$ cat src/rtl/pwm_timer_ctrl_pkg.sv
// pwm_timer_ctrl shared definitions.
// Sequencer state encodings, default widths, functions bit map.
package pwm_timer_ctrl_pkg;

  localparam int CNT_W_DEF    = 16;
  localparam int PRESC_W_DEF  = 8;
  localparam int FN_ALIGN     = 0;
  localparam int FN_UNALIGNED = 1;

  typedef enum logic [1:0] {
    ST_IDLE     = 2'd0,
    ST_RUN      = 2'd1,
    ST_RUN_PEND = 2'd2
  } state_t;

endpackage

$ cat src/rtl/pwm_timer_ctrl_prescaler.sv
// pwm_prescaler: clock divider for the pwm timebase.
// Ticks every limit+1 enabled clocks; clear restarts the count.
module pwm_prescaler #(
  parameter int W = 8
) (
  input  logic         clk,
  input  logic         rst_n,
  input  logic         clear,
  input  logic         enable,
  input  logic [W-1:0] limit,
  output logic         tick
);

  logic [W-1:0] cnt;

  // >= keeps the divider sane if limit shrinks below a held count
  assign tick = enable && (cnt >= limit);

  always_ff @(posedge clk or negedge rst_n) begin
    if (!rst_n) begin
      cnt <= '0;
    end else if (clear) begin
      cnt <= '0;
    end else if (enable) begin
      cnt <= tick ? '0 : cnt + W'(1);
    end
  end

endmodule

$ cat src/rtl/pwm_timer_ctrl.sv
// pwm_timer_ctrl: timebase and double-buffered config for pwm_gen.
// Shadow config is applied only at period boundaries or while idle.
module pwm_timer_ctrl
  import pwm_timer_ctrl_pkg::*;
#(
  parameter int CNT_W   = CNT_W_DEF,
  parameter int PRESC_W = PRESC_W_DEF
) (
  input  logic               clk,
  input  logic               rst_n,
  input  logic               en,
  input  logic               count_reset,
  input  logic               cfg_update,
  input  logic [PRESC_W-1:0] cfg_prescale,
  input  logic [CNT_W-1:0]   cfg_period,
  input  logic [7:0]         cfg_functions,
  input  logic [CNT_W-1:0]   cfg_compare1,
  input  logic [CNT_W-1:0]   cfg_compare2,
  output logic               pwm_en,
  output logic [CNT_W-1:0]   count_val,
  output logic [CNT_W-1:0]   period,
  output logic [7:0]         functions,
  output logic [CNT_W-1:0]   compare1,
  output logic [CNT_W-1:0]   compare2,
  output logic               period_wrap,
  output logic               update_pending,
  output logic               update_done
);

  state_t             state;
  logic               running;
  logic               tick;
  logic               wrap;
  logic               apply;
  logic               pend_nxt;
  logic [PRESC_W-1:0] sh_presc;
  logic [PRESC_W-1:0] act_presc;
  logic [CNT_W-1:0]   sh_period;
  logic [CNT_W-1:0]   sh_cmp1;
  logic [CNT_W-1:0]   sh_cmp2;
  logic [7:0]         sh_fn;

  assign running = (state != ST_IDLE);

  pwm_prescaler #(.W(PRESC_W)) u_presc (
    .clk    (clk),
    .rst_n  (rst_n),
    .clear  (count_reset),
    .enable (running),
    .limit  (act_presc),
    .tick   (tick)
  );

  assign wrap = tick && !count_reset && (count_val >= period);

  // a fresh capture always waits for the following boundary
  assign apply = update_pending && !cfg_update
              && (!running || wrap || count_reset);

  assign pend_nxt = cfg_update || (update_pending && !apply);

  always_ff @(posedge clk or negedge rst_n) begin
    if (!rst_n) begin
      state          <= ST_IDLE;
      pwm_en         <= 1'b0;
      count_val      <= '0;
      period         <= '0;
      functions      <= '0;
      compare1       <= '0;
      compare2       <= '0;
      act_presc      <= '0;
      sh_presc       <= '0;
      sh_period      <= '0;
      sh_fn          <= '0;
      sh_cmp1        <= '0;
      sh_cmp2        <= '0;
      period_wrap    <= 1'b0;
      update_pending <= 1'b0;
      update_done    <= 1'b0;
    end else begin
      pwm_en         <= en;
      period_wrap    <= wrap;
      update_done    <= apply;
      update_pending <= pend_nxt;

      unique case (1'b1)
        !en:             state <= ST_IDLE;
        en && pend_nxt:  state <= ST_RUN_PEND;
        en && !pend_nxt: state <= ST_RUN;
        default:         state <= ST_IDLE;
      endcase

      if (cfg_update) begin
        sh_presc  <= cfg_prescale;
        sh_period <= cfg_period;
        sh_fn     <= cfg_functions;
        sh_cmp1   <= cfg_compare1;
        sh_cmp2   <= cfg_compare2;
      end

      if (apply) begin
        act_presc <= sh_presc;
        period    <= sh_period;
        functions <= sh_fn;
        compare1  <= sh_cmp1;
        compare2  <= sh_cmp2;
      end

      if (count_reset) begin
        count_val <= '0;
      end else if (tick) begin
        count_val <= wrap ? '0 : count_val + CNT_W'(1);
      end
    end
  end

endmodule

$ cat config.mk
export PLATFORM = sky130hd
export DESIGN_NAME = pwm_timer_ctrl
export DESIGN_NICKNAME = d
export VERILOG_FILES = /design/src/rtl/pwm_timer_ctrl_pkg.sv /design/src/rtl/pwm_timer_ctrl_prescaler.sv /design/src/rtl/pwm_timer_ctrl.sv
export SDC_FILE = /design/constraint.sdc
export NUM_CORES = 1
export LEC_CHECK = 0
export CORE_MARGIN = 2
export CORE_UTILIZATION = 40
export CTS_CLUSTER_DIAMETER = 50
export DETAILED_ROUTE_END_ITERATION = 7
export HOLD_SLACK_MARGIN = 0.1
export PLACE_DENSITY = 0.71
export REMOVE_ABC_BUFFERS = 1
export SYNTH_ARGS = -nofsm -noshare
export SYNTH_HDL_FRONTEND = slang
export SYNTH_SLANG_ARGS = --single-unit
$ cat constraint.sdc
create_clock -name clk -period 2.06 [get_ports clk]
set_input_delay 0.206 -clock clk [delete_from_list [all_inputs] [get_ports clk]]
set_output_delay 0.206 -clock clk [all_outputs]
set_load 0.01 [all_outputs]
# [Word level (Yosys, flattened, before mapping)]
# Index checks and enable logic that the tools add are counted.
[op_classes] add_sub_neg=2 n_mul=0 div_mod_pow=0 magnitude_cmp=2 eq_ne=0 shifts=0 mux=7 bitwise_logic=0 reduce_logical=19
[ops] op="2-to-1 mux 16 bit" n=3
[ops] op="2-to-1 mux 8 bit" n=3
[ops] op="adder 16 x 1 -> 16 bit (second input constant)" n=1
[ops] op="greater-or-equal comparator 16 bit" n=1
[ops] op="adder 8 x 1 -> 8 bit (second input constant)" n=1
[ops] op="greater-or-equal comparator 8 bit" n=1
[ops] op="logical AND 1 bit" n=8
[ops] op="nonzero test 2 bit" n=3
[ops] op="zero test 1 bit" n=5
[ops] op="case mux 2 bit (2 select lines)" n=1
[ops] op="logical OR 1 bit" n=3
[totals] register_bits=158 latchBits=0 mem_bits_rw=0 romBits=0 inputBits=69 out_inout_bits=76 word_cells=47 memories=0

# [Longest topological paths before layout]
[depth] ltp_word=13 ltp_mapped=11 mapped_depth_nobuf=8

# [By module]
# A second synthesis with hierarchy kept.
[unflattened] cells_unflattened=531 area_unflattened_um2=7153.1
[by_module_without_submodules] module="pwm_timer_ctrl" n_inst=1 cells_per_inst=452 area_per_inst_um2=6478.7
[by_module_without_submodules] module="pwm_prescaler" n_inst=1 cells_per_inst=79 area_per_inst_um2=674.4

# [Worst setup path before layout]
# No wires, ideal clock.
[synth_path] kind="reg-to-reg" startpoint="register count_val[7]" endpoint="register count_val[12]" arrival_time_ns=2.103 slack_ns=-0.147 path_stages_with_launch=10 path_buffers=2 cell_sequence="dfrtp_1 > ha_1 > a21oi_1 > a211oi_1 > a2111oi_2 > o21a_2 > buf_6 > nand2_4 > buf_6 > o311ai_1"
[synth_between] elab_chain_cells=5
[synth_lines] item="start: declaration" line_no="pwm_timer_ctrl.sv:20" text="output logic [CNT_W-1:0] count_val,"
[synth_lines] item="start signal: assignment" line_no="pwm_timer_ctrl.sv:112" text="count_val <= wrap ? '0 : count_val + CNT_W'(1);"
[synth_lines] item="greater-or-equal comparator 16 bit" line_no="pwm_timer_ctrl.sv:54" text="assign wrap = tick && !count_reset && (count_val >= period);"
[synth_lines] item="logical AND 1 bit" line_no="pwm_timer_ctrl.sv:54"
[synth_lines] item="2-to-1 mux 16 bit *" line_no="pwm_timer_ctrl.sv:112"
[synth_lines] item="2-to-1 mux 16 bit *" line_no="pwm_timer_ctrl.sv:111" text="end else if (tick) begin"
[synth_lines] item="2-to-1 mux 16 bit *" line_no="pwm_timer_ctrl.sv:109" text="if (count_reset) begin"
# Mark *: on every way between the ends. The rest lies on a longest branch, timed or not. The select of a mux whose other input is x is not followed.
# A chain may end at the register's enable or synchronous reset.

# [Final worst setup path]
[layout_path] startpoint="register count_val[9]" endpoint="register compare1[1]"
[layout_between] elab_chain_cells=5
[layout_lines] item="greater-or-equal comparator 16 bit" line_no="pwm_timer_ctrl.sv:54"
[layout_lines] item="logical AND 1 bit" line_no="pwm_timer_ctrl.sv:54"
[layout_lines] item="logical OR 1 bit (2 in series)" line_no="pwm_timer_ctrl.sv:58" text="&& (!running || wrap || count_reset);"
[layout_lines] item="logical AND 1 bit" line_no="pwm_timer_ctrl.sv:58"
[layout_lines] item="end signal: assignment" line_no="pwm_timer_ctrl.sv:105" text="compare1 <= sh_cmp1;"
[layout_lines] item="end: declaration" line_no="pwm_timer_ctrl.sv:23" text="output logic [CNT_W-1:0] compare1,"
# No other way between the ends.

==> key figures <==
Synth
  • Gate Count Post-Synth: 862
  • Synth area leaders: dfrtp_1 47%, mux2_2 8.5%, o311ai_0 6.6%, nand2_1 5.7%, a31oi_1 5.3%
  • Sequential area share after synthesis: 0.468
  • Most used flip-flop cell after synthesis: dfrtp_1
  • Synth warnings: 0
  • Yosys top cell by area: dfrtp_1
  • Top post-synthesis cells by count: 158 x dfrtp_1, 129 x nand2_1, 79 x nand3_1
  • Seq cells post-synth: 158
  • EDFF count, synth: 0
  • Syn_area_per_cell: approximately 9.8 µm²
  • Count leader, synth: dfrtp_1
  • Top cell type's share of synthesized area: 0.468
  • Asr flop ratio synth: 1.00
  • Mapped cell area: 8450 µm²
  • Post-synth cell types: 48

STA
  • Final setup violating endpoints: 92
  • RSZ-0062 raised after global routing: true
  • Fin. max-slew vios: 0
  • Endpoints failing hold: 0
  • Worst hold slack: 0.189 ns
  • Worst-Margin Slew: ~0.56 ns
  • Max frequency: 426 MHz
  • Final WS setup: -0.286 ns
  • Slew margin rel.: 0.624
  • Min Tclk post-route: 2.35 ns
  • Period utilization: 1.14
  • Clock skew: 0.0144 ns

Hold path
  • Worst Hold Class: input pin to flop

Floorplan
  • Core area: 20900 µm²
  • Die H: approximately 150 µm
  • Initial Util: 0.405
  • Die width: 149 µm
  • Ports: 145
  • Standard-cell rows: 53
  • Die Area: 22300 µm²

Placement
  • Placed Cells: 1284
  • GPL Wtd Cong: a little over 0.8
  • IO buf count: 144
  • Pre-CTS setup slack: -0.260 ns
  • Detailed placer's ending HPWL: roughly 15 mm

Clock network
  • H-tree depth: 4
  • Longest Clk Path Bufs: 2
  • Skew-Pair Late Insertion Delay: around 0.43 ns
  • Root Buffer: clkbuf_16
  • CTS buffer count: 17
  • Clock transition at path regs: ~0.070 ns
  • Clk sinks: 158
  • CTS tree: yes

Critical path
  • CP Capture Type: flop
  • Worst Path Class, Setup: flop to flop
  • Arr. time, crit path: between 2 and 3 ns
  • Crit Path Max Fanout: 6
  • CP Data Required Time: 2.39 ns
  • Crit start category: flop

Detailed routing
  • Top layer in use: met5
  • WL/cell: 20.3 µm
  • Vias post-DR: 8036
  • Drt drc: 0
  • Wl on met1: 11.5 mm
  • Met3 wire len: 1.76 mm
  • Number of nets still failing antenna checks after routing: 0
  • Vias/cell: 5.90
  • DRT Pass-1 Iters: 7
  • Metal2 WL: 13.8 mm
  • DR iter-0 viols: 607
  • WL final: 27.6 mm

Cells and area
  • Area Overhead vs Synth: 58.1%
  • Fill count: 1561
  • Finished Layout Cells: about 1400
  • Share of layout cells above drive strength 1: 0.346
  • Post-layout util: 0.640
  • Antenna Cells: 0
  • Final net count: 1171

GRT
  • Gr ovfl total: 0
  • First-pass GRT wire length: 41.5 mm
  • Largest net degree at the start of global routing: 72
  • Total Routing Usage GR: 0.236
  • Initial antenna violation count: 1
  • Number of global-route vias before repair: 7922

Power and ir drop
  • Pwr dens: 784 nW/µm²
  • Maximum VDD drop: approximately 600 µV
  • Lkg Pwr: about 5.6 nW

Status
  • Outcome: complete, but fails checks
  • Failing checks: negative setup slack

Run
  • Max_cap viols: 0
-- sequential cells by signal, summed over array words and instances, names as in the netlist --
signal and count:
compare1 16, functions 8, compare2 16, count_val 16, state 2, pwm_en 1, update_done 1, period_wrap 1
act_presc 8, u_presc.cnt 8, sh_cmp1 16, sh_period 16, period 16, sh_cmp2 16, sh_presc 8, update_pending 1
sh_fn 8
-- cells by family (layout without fill, tap and decap cells) --
family / after synthesis / in the layout / synth area share
AOI/OAI and AO/OA: 236 / 237 / 0.196
xor gates and xnor gates: 8 / 8 / 0.00829
adders and majority gates: 26 / 26 / 0.0385
buffers and inverters: 108 / 329 / 0.0592
DFF: 158 / 158 / 0.468
muxes: 67 / 67 / 0.0888
and+or+nand+nor: 259 / 263 / 0.141
-- where the power goes --
group,internal [W],leakage (nW),switching [W],total [W]
clock network,0.00186,0.275,0.00136,0.00322
logic,0.00177,3.48,0.00149,0.00326
registers,0.00357,1.85,0.000430,0.00400
total,0.00719,5.61,0.00328,0.0105
-- stage by stage --
step,total power (W),cell area [µm²],setup TNS (ns)
after floorplan,0.00513,8070,-375.31
after global placement,0.00640,10700,-9.68
after detailed placement,0.00650,10700,-14.59
after CTS,0.0101,12600,-12.61
after global routing,0.0110,13400,-25.10
final,0.0105,13400,-18.98
-- routing by layer --
| metal | vias up | global-route usage |
|---|---|---|
| met5 | - | 0 |
| met2 | 263 | 0.386 |
| met1 | 4028 | 0.305 |
| met4 | 2 | 0.0752 |
| met3 | 44 | 0.0630 |
| li1 | 3699 | - |
-- layout by cell type (no fill, tap or decap), types with 23 or more instances in the layout --
master,netlist,routed
o22ai_1,23,23
o311ai_2,3,38
mux2_2,64,64
nand2_1,129,126
nand3_2,0,27
buf_4,11,71
inv_1,31,23
nand3_1,79,47
clkdlybuf4s50_1,0,142
a31oi_1,71,60
o311ai_4,0,28
dfrtp_1,158,158
o21ai_0,45,43
-- worst max-delay path, cell delays in order, from the launching register on --
cell	delay, ns
dfrtp_1	0.42
ha_4	0.28
nand4_1	0.15
buf_4	0.18
nor2_1	0.11
nand4_1	0.16
o21a_4	0.27
buf_8	0.14
buf_6	0.12
buf_16	0.14
o311ai_4	0.27
-- worst paths after layout --
check	from	to	slack, ns	cells after the start
max reg2reg	count_val[9]$_DFFE_PN0P_	compare1[1]$_DFFE_PN0P_	-0.29	10
min	cfg_update	sh_presc[1]$_DFFE_PN0P_	0.19	2
max	count_val[9]$_DFFE_PN0P_	compare1[1]$_DFFE_PN0P_	-0.29	10
min in group asynchronous	rst_n	sh_presc[1]$_DFFE_PN0P_	0.27	2
max in group asynchronous	rst_n	count_val[15]$_DFFE_PN0P_	1.04	3
min reg2reg	sh_cmp2[12]$_DFFE_PN0P_	sh_cmp2[12]$_DFFE_PN0P_	0.51	1
-- layout make-up --
type,count,area [µm²],area share
Inverter,31,116,0.00871
Clock buffer,20,457,0.0342
Timing Repair Buffer,267,3010,0.225
Multi-Input combinational cell,601,5350,0.401
Tap cell,275,344,0.0257
Sequential cell,158,3950,0.296
Clock inverter,11,134,0.0100
-- repair_timing --
item / CTS / global route
setup endpoints to repair: 91 / 93
buffers inserted: 21 / 4
pin swaps: 37 / 9
endpoints found under the hold margin: 77 / 0
hold buffers: 1 / 0
cloned: 17 / 6
resized for setup: 189 / 89
Note: power is estimated with default switching activity, not from simulation.
